`src/rtl/clkout_ctrl_pkg.sv`:
```
// Shared state encoding and default widths for the clock-output sequencer.
package clkout_ctrl_pkg;

    typedef enum logic [1:0] {
        ST_IDLE  = 2'd0,
        ST_RUN   = 2'd1,
        ST_DRAIN = 2'd2
    } state_t;

    localparam int DIV_W_DEF = 8;
    localparam int CNT_W_DEF = 16;

endpackage

```
`src/rtl/clkout_divcnt.sv`:
```
// Half-period counter: holds the latched divisor and flags the last cycle of each phase.
module clkout_divcnt
    import clkout_ctrl_pkg::*;
#(
    parameter int DIV_W = DIV_W_DEF
) (
    input  logic             clk,
    input  logic             rst_n,
    input  logic             load,
    input  logic [DIV_W-1:0] div_in,
    input  logic             clr,
    input  logic             en,
    output logic             tc
);

    logic [DIV_W-1:0] div_q;
    logic [DIV_W-1:0] cnt;

    // Equality compare only: cnt never passes div_q, so no wrap case exists.
    assign tc = (cnt == div_q);

    always_ff @(posedge clk or negedge rst_n) begin
        if (!rst_n) begin
            div_q <= '0;
            cnt   <= '0;
        end else if (load) begin
            div_q <= div_in;
            cnt   <= '0;
        end else if (clr) begin
            cnt <= '0;
        end else if (en) begin
            cnt <= tc ? '0 : cnt + 1'b1;
        end
    end

endmodule

```
`src/rtl/clkout_ctrl.sv`:
```
// Glitch-free divided clock output with start/stop handshake.
// Optional burst mode (fixed number of rising edges) under CLKOUT_BURST_EN.
module clkout_ctrl
    import clkout_ctrl_pkg::*;
#(
    parameter int DIV_W = DIV_W_DEF
`ifdef CLKOUT_BURST_EN
    ,
    parameter int CNT_W = CNT_W_DEF
`endif
) (
    input  logic             clk,
    input  logic             rst_n,
    input  logic [DIV_W-1:0] div_in,
    input  logic             start,
    input  logic             stop,
`ifdef CLKOUT_BURST_EN
    input  logic [CNT_W-1:0] burst_len,
`endif
    output logic             busy,
    output logic             clk_out,
    output logic             edge_stb,
    output logic             done
);

    state_t state;
    state_t nxt;
    logic   tc;
    logic   load;
    logic   clr;
    logic   en;
    logic   burst_hit;
    logic   stop_eff;
    logic   clk_out_d;

    assign load = (state == ST_IDLE) && start;
    assign clr  = (state == ST_IDLE) && !start;
    assign en   = (state != ST_IDLE);

    clkout_divcnt #(.DIV_W(DIV_W)) u_divcnt (
        .clk    (clk),
        .rst_n  (rst_n),
        .load   (load),
        .div_in (div_in),
        .clr    (clr),
        .en     (en),
        .tc     (tc)
    );

`ifdef CLKOUT_BURST_EN
    logic [CNT_W-1:0] burst_q;
    logic [CNT_W-1:0] rise_cnt;

    // The start edge is itself the first rise, so the count begins at 1.
    always_ff @(posedge clk or negedge rst_n) begin
        if (!rst_n) begin
            burst_q  <= '0;
            rise_cnt <= '0;
        end else if (load) begin
            burst_q  <= burst_len;
            rise_cnt <= CNT_W'(1);
        end else if ((state == ST_RUN) && clk_out_d && !clk_out) begin
            rise_cnt <= rise_cnt + 1'b1;
        end
    end

    // Behaves as an internal stop raised during the final high phase.
    assign burst_hit = (burst_q != '0) && (rise_cnt == burst_q) && clk_out;
`else
    assign burst_hit = 1'b0;
`endif

    assign stop_eff = stop | burst_hit;

    always_ff @(posedge clk or negedge rst_n) begin
        if (!rst_n) begin
            state    <= ST_IDLE;
            clk_out  <= 1'b0;
            busy     <= 1'b0;
            edge_stb <= 1'b0;
            done     <= 1'b0;
        end else begin
            state    <= nxt;
            clk_out  <= clk_out_d;
            busy     <= (nxt != ST_IDLE);
            edge_stb <= clk_out_d & ~clk_out;
            done     <= (state != ST_IDLE) && (nxt == ST_IDLE);
        end
    end

    // A stop seen while high either ends now (phase already complete) or drains.
    always_comb begin
        nxt = state;
        case (state)
            ST_IDLE:  if (start) nxt = ST_RUN;
            ST_RUN:   if (stop_eff) nxt = (!clk_out || tc) ? ST_IDLE : ST_DRAIN;
            ST_DRAIN: if (tc) nxt = ST_IDLE;
            default:  nxt = ST_IDLE;
        endcase
    end

    always_comb begin
        clk_out_d = 1'b0;
        case (state)
            ST_IDLE:  clk_out_d = start;
            ST_RUN:   clk_out_d = (stop_eff && !clk_out) ? 1'b0 : (clk_out ^ tc);
            ST_DRAIN: clk_out_d = clk_out & ~tc;
            default:  clk_out_d = 1'b0;
        endcase
    end

endmodule
```
`config.mk`:
```
export PLATFORM = sky130hd
export DESIGN_NAME = clkout_ctrl
export DESIGN_NICKNAME = d
export VERILOG_FILES = /design/src/rtl/clkout_ctrl_pkg.sv /design/src/rtl/clkout_divcnt.sv /design/src/rtl/clkout_ctrl.sv
export SDC_FILE = /design/constraint.sdc
export NUM_CORES = 1
export LEC_CHECK = 0
export BUFFER_PORTS_ARGS = -buffer_cell sky130_fd_sc_hd__buf_2
export CORE_UTILIZATION = 50
export CTS_CLUSTER_DIAMETER = 80
export CTS_CLUSTER_SIZE = 40
export DETAILED_ROUTE_END_ITERATION = 8
export PLACE_DENSITY_LB_ADDON = 0.05
export SETUP_SLACK_MARGIN = 0.3
export SYNTH_ARGS = -nofsm -noshare
export SYNTH_HDL_FRONTEND = slang
export SYNTH_SLANG_ARGS = --single-unit
export TNS_END_PERCENT = 30
```
`constraint.sdc`:
```
create_clock -name clk -period 4.2 [get_ports clk]
set_input_delay 0.63 -clock clk [delete_from_list [all_inputs] [get_ports clk]]
set_output_delay 0.63 -clock clk [all_outputs]
set_load 0.005 [all_outputs]
```
==> run_results.csv, run 1 <==
group,metric,value,unit
synth,synth-edff-count,0,
place,detailed_place_hpwl,1200,µm
cts,root_buffer,"clkbuf_4",
sta,max_slew.worst_pin.slew,0.505,ns
cts,postCtsSetupBuffers,0,
critical_path,cp_num_buf_inv,1,
synth,yosys.area.top_type_share,0.532,
critical_path,slowest_stage,"dfrtp_1",
synth,synth-async-reset-ratio,1.00,
sta,rsz0062_at_grt,"false",
floorplanning,dieArea,2260,µm²
synth,ys_warn_count,0,
floorplanning,ios,16,
global_route,overflow,0,
route,vias,667,
synth,synth_area_leaders,"dfrtp_1 53%, mux2_2 8.7%, xnor2_1 7.6%, nor2_1 4.4%, xor2_1 4.2%",
cts,clock_sinks,22,
sta,setup_violations,0,
sta,finalHoldViolations,0,
sta,hold_slack,0.264,ns
critical_path,critPathKind,"flip-flop to flip-flop",
synth,yosysSeqAreaShare,0.532,
sta,drv_slew,0,
cells_and_area,drive_gt1_frac,0.288,
route,avgViaCountPerCell,5.09,
synth,synth.most_common_cell,"dfrtp_1",
route,dr.pass1.iters,2,
global_route,gr-usage-all-layers,0.167,
hold_path,hold_path_class,"input pin to asynchronous set/reset pin",
sta,max_freq,0.521,GHz
synth,synth.top_cells.by_count,"22 x dfrtp_1, 12 x nor2_1, 9 x xnor2_1",
critical_path,cp-start-kind,"flip-flop",
critical_path,crit_required,4.44,ns
floorplanning,row_count,16,
cts,cts.clk_slew.worst_paths,0.12,ns
cts,cts_max_level,1,
flow_run,drv_cap,0,
sta,layout_min_cycle_time,1.92,ns
critical_path,path_delay_family,"simple AND/OR/NAND/NOR gates",
critical_path,arrival,2.15,ns
route,drt_iter0_drc,2,
pwr,power,753,µW
sta,fin_crit_sh,0.457,
synth,syn-instance-count,87,
critical_path,endpoint_kind,"flip-flop",
floorplanning,initial_core_util,0.527,
pwr,leakagePower,0.000514,µW
route,postRouteAntennaNets,0,
floorplanning,core-area,1960,µm²
sta,clock_skew,0.00605,ns
route,drc,0,
cells_and_area,antennaDiodeCount,0,
synth,synth-seq-cells,22,
synth,ys.flop_type,"dfrtp_1",
global_route,grt_max_degree,23,
synth,yosysTopAreaCell,"dfrtp_1",
critical_path,worstPathMaxFanout,5,
synth,syn_area_per_cell,11.9,µm²
cells_and_area,synthToLayoutAreaGrowth,12.2,%
cts,cts_hold_buf,0,
cts,cts_tree,"built",
global_route,antenna_found_initial,0,
sta,max-slew-margin-rel,0.663,
synth,yosysUniqueCellTypes,24,
route,routed_wl,1620,µm
cells_and_area,nets,119,
cts,cts_resized,0,
pwr,peakVddDrop,0.290,mV
floorplanning,fp.dieH,47.5,µm
outcome,status,"finished, final reports clean",
critical_path,cpPeakStageDelay,0.46,ns
cts,cts_max_path_buffers,2,
place,place.gp.congestion,0.833,
synth,syn_nets,101,
floorplanning,die_w,47.5,µm
cts,clkLatencyLatePin,0.30,ns
sta,tns,0,ns
global_route,grt_pass1_vias,635,
cts,numCtsBuffers,3,
pwr,power_density,648,nW/µm²
critical_path,path_cells,"xnor2_1 -> nand4_1 -> nor2_1 -> inv_1 -> ha_1 -> o32ai_1 -> nor2b_1",
route,detail_route.wl_per_cell,12.3,µm
synth,syn_area,1030,µm²
place,numPortBuffers,15,
global_route,grt_pass1_wl,2590,µm
-- power breakdown --
group / internal, µW / switching, µW
clock: 52.9 / 60.2
combinational: 152 / 110
sequential: 291 / 86.6
-- state kept, by name (all words and copies together), names as in the netlist --
name and cells:
u_divcnt.cnt 8, u_divcnt.div_q 8, state 2, busy 1
clk_out 1, done 1, edge_stb 1
-- worst paths after layout --
path,startpoint,endpoint,slack (ns),cells after the start
worst max-delay path,u_divcnt.cnt[2],edge_stb,2.28,7
min in group clk,clk_out,edge_stb,0.49,1
worst min-delay path,rst_n,busy,0.26,1
worst min register to register,clk_out,edge_stb,0.49,1
worst max register to register,u_divcnt.cnt[2],edge_stb,2.28,7
max in group asynchronous,rst_n,state[1],3.61,1
-- cell usage in the layout (no fill, tap or decap) --
master / n
nand2b_4: 1
o22ai_1: 1
xnor2_1: 9
a211oi_1: 1
clkbuf_8: 1
o21ai_1: 1
nand2_1: 1
nand3_1: 5
and3_1: 2
nand2b_1: 1
clkbuf_4: 3
buf_2: 15
mux2_2: 8
mux2i_1: 1
o22ai_2: 1
inv_1: 3
o21ai_0: 2
nor2_1: 12
nor3b_4: 1
dfrtp_1: 22
ha_1: 2
nand4_1: 2
nor2b_1: 3
o32ai_1: 1
xor2_1: 5
-- per-stage QoR --
stage	utilization	setup WS [ns]	std cells	cell area (µm²)
2_1_floorplan	-	2.51	87	1030
3_3_place_gp	0.573	2.37	127	1120
3_5_place_dp	0.573	2.30	127	1120
4_1_cts	0.592	2.27	131	1160
5_1_grt	0.592	2.04	131	1160
6_report	0.592	2.28	131	1160
-- cell families (layout without fill, tap and decap cells) --
logic type      after synthesis  count (layout)  synth area share
buf+inv                       5              22            0.0290
compound gates                7               7            0.0484
simple gates                 28              28             0.151
xor+xnor                     14              14             0.119
fa+ha+maj                     2               2            0.0242
flops                        22              22             0.532
mux                           9               9            0.0967
-- layout make-up --
class	count	area, µm²
inverter	3	11.3
timing repair buffer	15	75.1
fill	187	801
sequential	22	551
tap	27	33.8
multi-input combinational	60	454
clock buffer	4	36.3
-- worst register-to-register path, cell delays in order (launching register included) --
cell,delay (ns)
dfrtp_1,0.46
xnor2_1,0.19
nand4_1,0.15
nor2_1,0.20
inv_1,0.09
ha_1,0.27
o32ai_1,0.32
nor2b_1,0.18
-- metal layers --
metal	wire length (µm)	up-vias	GRT usage
met5	0	-	0
met4	38	0	0.0857
met3	32	6	0.0226
met2	817	13	0.288
met1	726	321	0.204
li1	-	327	-
Note: power is estimated with default switching activity, not from simulation.
==> run 2, diff against run 1 <==
==> constraint.sdc (replaced) <==
create_clock -name clk -period 2 [get_ports clk]
set_input_delay 0.3 -clock clk [delete_from_list [all_inputs] [get_ports clk]]
set_output_delay 0.3 -clock clk [all_outputs]
set_load 0.005 [all_outputs]
==> run_results.csv, run 2 (same netlist as run 1, synthesis figures left out) <==
group,metric,value,unit
cts,cts_max_level,1,
pwr,power,1680,µW
place,place.gp.congestion,0.848,
sta,layout_min_cycle_time,1.69,ns
global_route,antenna_found_initial,0,
cts,cts_max_path_buffers,2,
place,detailed_place_hpwl,1190,µm
cts,numCtsBuffers,3,
cells_and_area,drive_gt1_frac,0.407,
route,routed_wl,1890,µm
critical_path,critPathKind,"flip-flop to flip-flop",
route,vias,705,
sta,drv_slew,0,
critical_path,path_cells,"xnor2_1 -> nand4_1 -> nor2_2 -> inv_2 -> ha_4 -> mux2i_2 -> o32ai_2 -> nor2b_1",
sta,fin_crit_sh,0.846,
route,drt_iter0_drc,3,
critical_path,worstPathMaxFanout,3,
sta,rsz0062_at_grt,"true",
cells_and_area,top_regs,"u_divcnt.cnt x8, u_divcnt.div_q x8, state x2",
flow_run,drv_cap,0,
global_route,use_met1,0.213,
floorplanning,ios,16,
sta,clock_skew,0.00370,ns
hold_path,hold_path_class,"input pin to flip-flop",
cells_and_area,antennaDiodeCount,0,
critical_path,slowest_stage,"dfrtp_1",
outcome,status,"finished, final reports clean",
floorplanning,initial_core_util,0.527,
floorplanning,row_count,16,
cts,clock_sinks,22,
floorplanning,die_w,47.5,µm
route,avgViaCountPerCell,4.86,
floorplanning,core-area,1960,µm²
cts,root_buffer,"clkbuf_4",
critical_path,arrival,1.88,ns
cts,clkLatencyLatePin,0.30,ns
cells_and_area,final_cell_mix,"22 x dfrtp_1, 15 x buf_2, 14 x buf_4",
global_route,top_usage_layer,"met2",
sta,max_slew.worst_pin.slew,0.488,ns
sta,finalHoldViolations,0,
place,dpl_worst_slack,0.131,ns
sta,max-slew-margin-rel,0.674,
global_route,grt_pass1_vias,670,
global_route,use_met3,0.0340,
floorplanning,fp.dieH,47.5,µm
critical_path,ff2ff_path_depth,8,
cts,cts_tree,"built",
sta,fin_ws,0.309,ns
critical_path,crit_required,2.19,ns
cells_and_area,mostFrequentLayoutCell,"dfrtp_1",
hold_path,hold_depth,2,
global_route,overflow,0,
cells_and_area,synthToLayoutAreaGrowth,24.5,%
global_route,grt_max_degree,23,
cells_and_area,nets,134,
place,numPortBuffers,15,
sta,max_freq,0.591,GHz
critical_path,endpoint_kind,"flip-flop",
sta,setup_violations,0,
critical_path,cpPeakStageDelay,0.41,ns
route,drc,0,
floorplanning,dieArea,2260,µm²
route,detail_route.wl_per_cell,13.0,µm
pwr,leakagePower,0.000586,µW
route,postRouteAntennaNets,0,
route,dr.pass1.iters,2,
critical_path,cp-start-kind,"flip-flop",
pwr,peakVddDrop,0.854,mV
cts,cts.clk_slew.worst_paths,0.11,ns
sta,tns,0,ns
global_route,gr-usage-all-layers,0.189,
global_route,grt_pass1_wl,2820,µm
global_route,grt_util_met2,0.337,
pwr,power_density,1310,nW/µm²
[run 2: power by group]
group | switching (µW) | internal, µW
Clock | 121 | 70.2
Sequential | 163 | 612
Combinational | 294 | 424
[run 2: worst max-delay path, delay by kind of cell, from the launching register on]
family	cells	cell delay, ns
buf+inv	1	0.07
fa+ha+maj	1	0.17
xor+xnor	1	0.17
compound gates	1	0.11
flops	1	0.41
mux	1	0.18
simple gates	3	0.48
[run 2: per-layer routing]
| metal | up-vias | routed length (µm) |
|---|---|---|
| li1 | 355 | - |
| met5 | - | 0 |
| met3 | 2 | 45 |
| met2 | 9 | 1000 |
| met1 | 339 | 826 |
| met4 | 0 | 18 |
[run 2: layout make-up]
class | instances | area (µm²)
Clock buffer | 3 | 22.5
Fill cell | 183 | 673
Inverter | 3 | 11.3
Multi-Input combinational cell | 60 | 480
Sequential cell | 22 | 551
Tap cell | 27 | 33.8
Timing Repair Buffer | 30 | 190
[run 2: path summary, 6_finish.rpt]
kind / from / endpoint / slack, ns
setup reg to reg: u_divcnt.cnt[1] / edge_stb / 0.31
hold / removal: stop / state[0] / 0.21
max in group asynchronous: rst_n / u_divcnt.cnt[7] / 1.17
min in group asynchronous: rst_n / busy / 0.50
hold reg to reg: clk_out / edge_stb / 0.55
setup / recovery: u_divcnt.cnt[1] / edge_stb / 0.31
[run 2: stage by stage]
| stage | hold WS [ns] | std cells | area, µm² | util |
|---|---|---|---|---|
| 2_1_floorplan | 0.00441 | 87 | 1030 | - |
| 3_3_place_gp | 0.285 | 128 | 1130 | 0.577 |
| 3_5_place_dp | 0.287 | 128 | 1130 | 0.577 |
| 4_1_cts | 0.189 | 143 | 1260 | 0.644 |
| 5_1_grt | 0.199 | 145 | 1290 | 0.657 |
| 6_report | 0.208 | 145 | 1290 | 0.657 |
[run 2: repair_timing]
action                                  CTS  global route
hold buffers                              1             0
pin swaps                                 4             4
resized for setup                         4             2
hold endpoints to repair                 22             0
endpoints found under the setup margin    3            11
buffers inserted                         11             2
